--- src/rtl/fetch_unit.sv ---
// Fetch stage of the SEQ Y86-64 core: owns the PC, splits the instruction bytes
// into fields, computes valP and status, and tracks run/halt and retirements.
module fetch_unit #(
    parameter logic [63:0] RESET_PC = 64'h0,
    parameter int          CNT_W    = 32
) (
    input  logic             clk,
    input  logic             rst_n,
    input  logic             stall,
    input  logic             pc_load,
    input  logic [63:0]      pc_next,
    input  logic [7:0]       ibyte0,
    input  logic [7:0]       ibyte1,
    input  logic [7:0]       ibyte2,
    input  logic [7:0]       ibyte3,
    input  logic [7:0]       ibyte4,
    input  logic [7:0]       ibyte5,
    input  logic [7:0]       ibyte6,
    input  logic [7:0]       ibyte7,
    input  logic [7:0]       ibyte8,
    input  logic [7:0]       ibyte9,
    input  logic             imem_error,
    output logic [63:0]      pc,
    output logic [3:0]       icode,
    output logic [3:0]       ifun,
    output logic [3:0]       rA,
    output logic [3:0]       rB,
    output logic [63:0]      valC,
    output logic [63:0]      valP,
    output logic             instr_valid,
    output logic [1:0]       stat,
    output logic             halted,
    output logic [1:0]       halt_stat,
    output logic [CNT_W-1:0] retired
);

    localparam logic [1:0] STAT_AOK = 2'b00;
    localparam logic [1:0] STAT_HLT = 2'b01;
    localparam logic [1:0] STAT_ADR = 2'b10;
    localparam logic [1:0] STAT_INS = 2'b11;

    // The run state is visible on the halted output (halted == state is HALTED).
    typedef enum logic {
        S_RUN    = 1'b0,
        S_HALTED = 1'b1
    } fetchState_t;

    fetchState_t      stateQ, stateD;
    logic [63:0]      pcQ, pcD;
    logic [CNT_W-1:0] retiredQ, retiredD;
    logic [1:0]       haltStatQ, haltStatD;
    logic             needRegids;
    logic             needValC;

    assign icode = ibyte0[7:4];
    assign ifun  = ibyte0[3:0];

    always_comb begin
        needRegids = 1'b0;
        needValC   = 1'b0;
        case (icode)
            4'h2, 4'h6, 4'hA, 4'hB: needRegids = 1'b1;
            4'h3, 4'h4, 4'h5: begin
                needRegids = 1'b1;
                needValC   = 1'b1;
            end
            4'h7, 4'h8: needValC = 1'b1;
            default: ;
        endcase
    end

    always_comb begin
        instr_valid = 1'b0;
        case (icode)
            4'h0, 4'h1, 4'h3, 4'h4, 4'h5, 4'h8, 4'h9, 4'hA, 4'hB:
                instr_valid = (ifun == 4'h0);
            4'h2, 4'h7: instr_valid = (ifun <= 4'h6);
            4'h6:       instr_valid = (ifun <= 4'h3);
            default:    instr_valid = 1'b0;
        endcase
    end

    assign rA = needRegids ? ibyte1[7:4] : 4'hF;
    assign rB = needRegids ? ibyte1[3:0] : 4'hF;

    // The constant word starts one byte later when a register-specifier byte is present.
    always_comb begin
        valC = 64'h0;
        if (needValC) begin
            if (needRegids)
                valC = {ibyte9, ibyte8, ibyte7, ibyte6, ibyte5, ibyte4, ibyte3, ibyte2};
            else
                valC = {ibyte8, ibyte7, ibyte6, ibyte5, ibyte4, ibyte3, ibyte2, ibyte1};
        end
    end

    assign valP = pcQ + 64'd1 + {63'd0, needRegids} + {60'd0, needValC, 3'b000};

    always_comb begin
        stat = STAT_AOK;
        if (imem_error)
            stat = STAT_ADR;
        else if (!instr_valid)
            stat = STAT_INS;
        else if (icode == 4'h0)
            stat = STAT_HLT;
    end

    always_comb begin
        stateD    = stateQ;
        pcD       = pcQ;
        retiredD  = retiredQ;
        haltStatD = haltStatQ;
        case (stateQ)
            S_RUN: begin
                if (!stall && pc_load) begin
                    if (stat == STAT_AOK) begin
                        pcD = pc_next;
                        if (retiredQ != {CNT_W{1'b1}})
                            retiredD = retiredQ + CNT_W'(1);
                    end else begin
                        stateD    = S_HALTED;
                        haltStatD = stat;
                    end
                end
            end
            S_HALTED: ;
            default: stateD = S_RUN;
        endcase
    end

    always_ff @(posedge clk or negedge rst_n) begin
        if (!rst_n) begin
            stateQ    <= S_RUN;
            pcQ       <= RESET_PC;
            retiredQ  <= '0;
            haltStatQ <= STAT_AOK;
        end else begin
            stateQ    <= stateD;
            pcQ       <= pcD;
            retiredQ  <= retiredD;
            haltStatQ <= haltStatD;
        end
    end

    assign pc        = pcQ;
    assign halted    = (stateQ == S_HALTED);
    assign halt_stat = haltStatQ;
    assign retired   = retiredQ;

    // STAT_HLT/STAT_INS are named for readability of the encoding set.
    logic unusedStat;
    assign unusedStat = ^{STAT_HLT, STAT_INS};

endmodule

--- config.mk ---
export PLATFORM = sky130hd
export DESIGN_NAME = fetch_unit
export DESIGN_NICKNAME = d
export VERILOG_FILES = /design/src/rtl/fetch_unit.sv
export SDC_FILE = /design/constraint.sdc
export NUM_CORES = 1
export LEC_CHECK = 0
export BUFFER_PORTS_ARGS = -buffer_cell sky130_fd_sc_hd__buf_4
export CORE_AREA = 2 2 151 153
export DETAILED_ROUTE_END_ITERATION = 10
export DIE_AREA = 0 0 153 155
export SYNTH_ARGS = -nofsm -noshare
export SYNTH_HDL_FRONTEND = slang
export SYNTH_SLANG_ARGS = --single-unit
--- constraint.sdc ---
create_clock -name clk -period 10 [get_ports clk]
set_input_delay 2 -clock clk [delete_from_list [all_inputs] [get_ports clk]]
set_output_delay 2 -clock clk [all_outputs]
set_load 0.02 [all_outputs]
==> results.sh, run 1 <==
export IMPL_grt_use_met3_pct=3.37
export IMPL_clockBufferDepth=2
export IMPL_drv_slew=0
export IMPL_initial_core_util_pct=29.4
export IMPL_grt_busiest_layer="met2"
export IMPL_antennaDiodeCount=0
export IMPL_ys_seq_elements=99
export IMPL_status="completed"
export IMPL_clk_pin_slew_worst_paths_ps=60
export IMPL_ctsResizeCount=0
export IMPL_grt_first_pass_wirelength_mm=38.9
export IMPL_routed_wl_mm=26.1
export IMPL_min_period_ps=6910
export IMPL_drc=0
export IMPL_fin_crit_sh_pct=69.1
export IMPL_gp_congestion=0.952
export IMPL_via_per_inst=4.96
export IMPL_multi_input_area_sq_um=3810
export IMPL_final_layout_size_suffix_gt1_share_pct=44.0
export IMPL_sequentialPowerShare_pct=41.1
export IMPL_combPwrFrac_pct=24.3
export IMPL_netlist_instances=753
export IMPL_setup_viol=0
export IMPL_p_int_w=0.000727
export IMPL_ctsHtreeMaxLevel=3
export IMPL_switching_share_pct=29.5
export IMPL_yosysWarnings=0
export IMPL_grt_usage_pct=21.0
export IMPL_die_h_um=155
export IMPL_p_sw_w=0.000304
export IMPL_clock_latency_ps=340
export IMPL_synth_area_sq_um=6530
export IMPL_min_from="retired[4]$_DFFE_PN0P_"
export IMPL_rsz0062_at_grt="false"
export IMPL_place_port_buffers=394
export IMPL_end_kind="output port"
export IMPL_rows=55
export IMPL_grt_max_degree=73
export IMPL_hp_class="register to register"
export IMPL_start_kind="input port"
export IMPL_seq_area_frac_synth_pct=37.9
export IMPL_startpoint="ibyte0[6]"
export IMPL_antenna_found_initial=0
export IMPL_cp_required_ps=8000
export IMPL_irDropWorstVdd_mv=0.0957
export IMPL_max_freq_ghz=0.145
export IMPL_core_area_sq_um=22200
export IMPL_cts_hold_buf=0
export IMPL_seq_area_sq_um=2480
export IMPL_grt_pass1_vias=6672
export IMPL_fill_cells=2261
export IMPL_cts_tree="built"
export IMPL_setup_slack_ps=3090
export IMPL_tightest_slew_ps=1190
export IMPL_die_x_um=153
export IMPL_crit_arrival_ps=4910
export IMPL_hpwl_mm=21.0
export IMPL_fin_worst_skew_ps=8.96
export IMPL_hold_viol=0
export IMPL_cts_buffers=9
export IMPL_layout_common_cells="400 x buf_4, 160 x nand2_1, 99 x dfrtp_1"
export IMPL_cts_sinks=99
export IMPL_wl_per_cell_um=18.5
export IMPL_post_cts_setup_buffers=0
export IMPL_antenna_left=0
export IMPL_place_ws_ps=3070
export IMPL_final_common_cell="buf_4"
export IMPL_clock_power_share_pct=34.7
export IMPL_cap_viol_max_count=0
export IMPL_finalSetupTns_ps=0
export IMPL_p_leak_nw=5.19
export IMPL_r2r_start="retired[10]$_DFFE_PN0P_"
export IMPL_postSynthAreaPerCell_sq_um=8.67
export IMPL_powerDensity_nw_per_um2=103
export IMPL_root_buffer="clkbuf_16"
export IMPL_syn2layout_area_growth_pct=53.2
export IMPL_grt_met1_usage_pct=24.9
export IMPL_io_pins=395
export IMPL_num_vias=6989
export IMPL_grt_ovfl_total=0
export IMPL_grt_use_met2_pct=38.5
export IMPL_dieArea_sq_um=23700
export IMPL_drt_iter0_markers=345
export IMPL_synth_cell_types=48
export IMPL_syn_nets=906
export IMPL_num_nets_final=1272
export IMPL_relSlewSlack_pct=20.0
export IMPL_worstSetupPathType="input port to output port"
export IMPL_drtPass1Iterations=4
export IMPL_path_max_fanout=8
==> cells by family after synthesis <==
| kind of cell | count (synthesis) | share of synthesized area [%] |
|---|---|---|
| buf+inv | 59 | 3.87 |
| fa+ha+maj | 4 | 0.766 |
| mux | 68 | 11.7 |
| compound gates | 79 | 6.61 |
| xor+xnor | 92 | 12.5 |
| simple gates | 352 | 26.7 |
| flops | 99 | 37.9 |
==> sequential cells by signal, summed over array words and instances (netlist names) <==
| register | flops |
|---|---|
| halt_stat | 2 |
| pc | 64 |
| halted | 1 |
| retired | 32 |
==> layer usage <==
layer	vias to the layer above	part of all wire, %
li1	3337	-
met1	3334	38
met2	291	53
met3	27	6.1
met4	0	2.5
met5	-	0
==> power groups by stage <==
stage                     sequential (W)  combinational (W)  clock (W)
after detailed placement        0.000431           0.000252          0
after global placement          0.000431           0.000251          0
final                           0.000424           0.000250   0.000357
after floorplan                 0.000440           0.000103          0
after global routing            0.000425           0.000268   0.000385
after CTS                       0.000424           0.000253   0.000372
==> per-stage QoR <==
stage | total power, W | instance area (sq um) | hold WS [ps] | std cells | utilization [%]
6_report | 0.00103 | 10000 | 495 | 1408 | 45.0
5_1_grt | 0.00108 | 10000 | 521 | 1408 | 45.0
4_1_cts | 0.00105 | 10000 | 501 | 1408 | 45.0
3_5_place_dp | 0.000683 | 9700 | 489 | 1393 | 43.7
3_3_place_gp | 0.000683 | 9700 | 482 | 1393 | 43.7
2_1_floorplan | 0.000542 | 6530 | 589 | 753 | -
==> final cells by class <==
cell class | count | share of cell area (%)
Multi-Input combinational cell | 595 | 38.1
Timing Repair Buffer | 400 | 30.0
Sequential cell | 99 | 24.8
Tap cell | 285 | 3.56
Clock buffer | 11 | 2.53
Inverter | 14 | 0.525
Clock inverter | 4 | 0.500
==> synthesized netlist by cell type (all sizes together) <==
| master | instances | area [sq um] |
|---|---|---|
| a2111o | 1 | 11.3 |
| a21oi | 65 | 325 |
| a22o | 1 | 8.76 |
| a22oi | 1 | 7.51 |
| a31o | 1 | 8.76 |
| a31oi | 1 | 6.26 |
| and2 | 4 | 25.0 |
| and3 | 15 | 93.8 |
| and4 | 12 | 105 |
| and4b | 1 | 10.0 |
| buf | 20 | 106 |
| clkbuf | 25 | 93.8 |
| dfrtp | 99 | 2480 |
| ha | 4 | 50.1 |
| inv | 14 | 52.6 |
| mux2 | 67 | 754 |
| mux2i | 1 | 10.0 |
| nand2 | 160 | 601 |
| nand2b | 11 | 68.8 |
| nand3 | 39 | 195 |
| nand3b | 1 | 7.51 |
| nand4 | 29 | 188 |
| nand4b | 3 | 26.3 |
| nand4bb | 1 | 11.3 |
| nor2 | 22 | 82.6 |
| nor2b | 2 | 12.5 |
| nor3 | 28 | 140 |
| nor3b | 2 | 15.0 |
| nor4 | 14 | 93.8 |
| o2111ai | 1 | 8.76 |
| o211ai | 1 | 7.51 |
| o21ai | 3 | 15.0 |
| o21bai | 1 | 7.51 |
| o22a | 1 | 8.76 |
| o31ai | 1 | 7.51 |
| o41ai | 1 | 8.76 |
| or2 | 3 | 18.8 |
| or3 | 1 | 6.26 |
| or4 | 3 | 30.0 |
| or4b | 1 | 10.0 |
| xnor2 | 53 | 472 |
| xor2 | 39 | 342 |
==> final timing paths <==
path | to | slack (ps) | cells past startpoint
worst max-delay path | valP[43] | 3090 | 12
worst min-delay path | retired[4]$_DFFE_PN0P_ | 500 | 1
worst max register to register | retired[1]$_DFFE_PN0P_ | 7090 | 5
worst min register to register | retired[4]$_DFFE_PN0P_ | 500 | 1
max in group asynchronous | pc[4]$_DFFE_PN0P_ | 7190 | 2
min in group asynchronous | retired[3]$_DFFE_PN0P_ | 1600 | 1
==> worst max-delay path: stages <==
cell,delay [ps]
buf_4,130
nor2_1,50
mux2i_1,130
o22a_2,210
inv_1,60
ha_1,340
and4b_1,260
o2111ai_1,180
nor4_1,990
nand4_1,210
xnor2_1,190
buf_4,160
No activity file was read; power rests on OpenSTA's default activity.
==> run 2: changes to the inputs <==
--- a/config.mk
+++ b/config.mk
@@ -6,9 +6,9 @@
 export NUM_CORES = 1
 export LEC_CHECK = 0
 export BUFFER_PORTS_ARGS = -buffer_cell sky130_fd_sc_hd__buf_4
-export CORE_AREA = 2 2 151 153
+export CORE_AREA = 2 2 153 155
 export DETAILED_ROUTE_END_ITERATION = 10
-export DIE_AREA = 0 0 153 155
+export DIE_AREA = 0 0 155 157
 export SYNTH_ARGS = -nofsm -noshare
 export SYNTH_HDL_FRONTEND = slang
 export SYNTH_SLANG_ARGS = --single-unit
==> constraint.sdc (replaced) <==
create_clock -name clk -period 6.4 [get_ports clk]
set_input_delay 1.28 -clock clk [delete_from_list [all_inputs] [get_ports clk]]
set_output_delay 1.28 -clock clk [all_outputs]
set_load 0.02 [all_outputs]
==> run 2 against run 1 <==
Compared with the run above:
- wire length grew 4.0%
- non-clock buffer count grew 1
- sequential power grew 56%
- critical endpoint is now valP[60]
- largest cell class unchanged
- combinational power grew 57%
==> results.sh, run 2 (same netlist as run 1, synthesis figures left out) <==
export IMPL_die_x_um=155
export IMPL_dieArea_sq_um=24300
export IMPL_largest_reg_flops=64
export IMPL_num_nets_final=1273
export IMPL_end_kind="output port"
export IMPL_ctsHtreeMaxLevel=3
export IMPL_syn2layout_area_growth_pct=52.9
export IMPL_via_per_inst=4.99
export IMPL_whs_path_depth=1
export IMPL_timing_hold_ws_ps=490
export IMPL_drc=0
export IMPL_core_area_sq_um=22500
export IMPL_fill_cells=2246
export IMPL_place_area_sq_um=9710
export IMPL_finalSetupTns_ps=0
export IMPL_reg2reg_slack_ps=3340
export IMPL_timing_rr_end="retired[30]$_DFFE_PN0P_"
export IMPL_min_from="retired[29]$_DFFE_PN0P_"
export IMPL_grt_pass1_vias=6744
export IMPL_design_area_sq_um=9990
export IMPL_routed_wl_mm=27.1
export IMPL_path_cells="buf_4, a21oi_1, mux2_2, inv_2, ha_1, inv_1, ha_1, a31o_2, and3_1, or4b_1, or4_4, xnor2_2, buf_4"
export IMPL_multi_input_area_sq_um=3810
export IMPL_grt_max_degree=73
export IMPL_hold_path_endpoint="retired[29]$_DFFE_PN0P_"
export IMPL_clk_pin_slew_worst_paths_ps=80
export IMPL_slowest_stage="or4b_1"
export IMPL_num_vias=7038
export IMPL_worstSetupPathType="input port to output port"
export IMPL_fin_crit_sh_pct=85.4
export IMPL_max_freq_ghz=0.183
export IMPL_wl_per_cell_um=19.2
export IMPL_antenna_found_initial=0
export IMPL_min_period_ps=5470
export IMPL_place_port_buffers=394
export IMPL_layout_common_cells="401 x buf_4, 160 x nand2_1, 99 x dfrtp_1"
export IMPL_powerDensity_nw_per_um2=158
export IMPL_hp_class="register to register"
export IMPL_final_common_cell="buf_4"
export IMPL_path_depth=13
export IMPL_critPathTopFamily="simple AND/OR/NAND/NOR gates"
export IMPL_hpwl_mm=21.6
export IMPL_drt_iter0_markers=457
export IMPL_cts_hold_buf=0
export IMPL_drv_slew=0
export IMPL_grt_first_pass_wirelength_mm=39.9
export IMPL_hold_viol=0
export IMPL_r2r_cells=5
export IMPL_status="completed"
export IMPL_fin_worst_skew_ps=12.5
export IMPL_cts_buffers=9
export IMPL_relSlewSlack_pct=30.0
export IMPL_rsz0062_at_grt="false"
export IMPL_cp_required_ps=5120
export IMPL_grt_ovfl_total=0
export IMPL_p_leak_nw=5.18
export IMPL_rows=55
export IMPL_start_kind="input port"
export IMPL_slowest_delay_ps=630
export IMPL_clock_latency_ps=350
export IMPL_cts_tree="built"
export IMPL_drtPass1Iterations=5
export IMPL_ctsResizeCount=0
export IMPL_post_cts_setup_buffers=0
export IMPL_crit_arrival_ps=4190
export IMPL_die_h_um=157
export IMPL_io_pins=395
export IMPL_initial_core_util_pct=29.0
export IMPL_cap_viol_max_count=0
export IMPL_root_buffer="clkbuf_16"
export IMPL_cp_buffers_inverters=4
export IMPL_setup_viol=0
export IMPL_gp_congestion=0.916
export IMPL_antenna_left=0
export IMPL_antennaDiodeCount=0
export IMPL_tightest_slew_ps=1040
export IMPL_grt_usage_pct=21.4
export IMPL_final_layout_size_suffix_gt1_share_pct=44.0
export IMPL_seq_area_sq_um=2480
export IMPL_clockBufferDepth=2
export IMPL_irDropWorstVdd_mv=0.119
export IMPL_cts_sinks=99
export IMPL_path_max_fanout=8
export IMPL_r2r_start="halted$_DFF_PN0_"
run 2: cell count changes in the layout (fill, tap and decap cells not counted):
| cell | change |
|---|---|
| inv_6 | +1 |
| inv_8 | +1 |
| bufinv_16 | -1 |
| clkinvlp_4 | +1 |
| buf_4 | +1 |
| clkbuf_8 | -2 |
| clkbuf_1 | +1 |
run 2: routing by layer:
layer  wire length (um)  vias up  global-route usage (%)  part of all wire, %
li1                   -     3350                       -                    -
met1              10200     3356                    24.7                   38
met5                  0        -                       0                    0
met4                759        0                    7.58                  2.8
met3               2090       24                    5.34                  7.7
met2              14000      308                    38.4                   52
run 2: report_power, final:
part	internal, W	switching [W]	total [W]
combinational	0.000174	0.000219	0.000393
clock	0.000268	0.000259	0.000527
sequential	0.000640	0.0000225	0.000662
total	0.00108	0.000501	0.00158
run 2: through the flow:
step / power, W / util [%] / instances / setup slack, ps
2_1_floorplan: 0.000847 / - / 753 / 914
3_3_place_gp: 0.00107 / 43.2 / 1394 / 969
3_5_place_dp: 0.00107 / 43.2 / 1394 / 924
4_1_cts: 0.00161 / 44.4 / 1410 / 926
5_1_grt: 0.00166 / 44.4 / 1410 / 787
6_report: 0.00158 / 44.4 / 1410 / 935
run 2: worst max path at each step:
stage,startpoint,end,slack (ps)
finish,ibyte0[5],valP[60],930
global route,ibyte0[7],valP[43],790
CTS,ibyte0[5],valP[60],930
detailed placement,ibyte0[5],valP[60],920
global placement,ibyte0[5],valP[60],970
floorplan,ibyte0[7],valP[60],910
run 2: cell type report:
cell class,count,share of cell area (%)
well taps,285,3.57
clock buffers,10,2.29
flip-flops and latches,99,24.8
multi-input cells,595,38.2
clock inverters,6,0.476
repair buffers,401,30.1
inverters,14,0.526
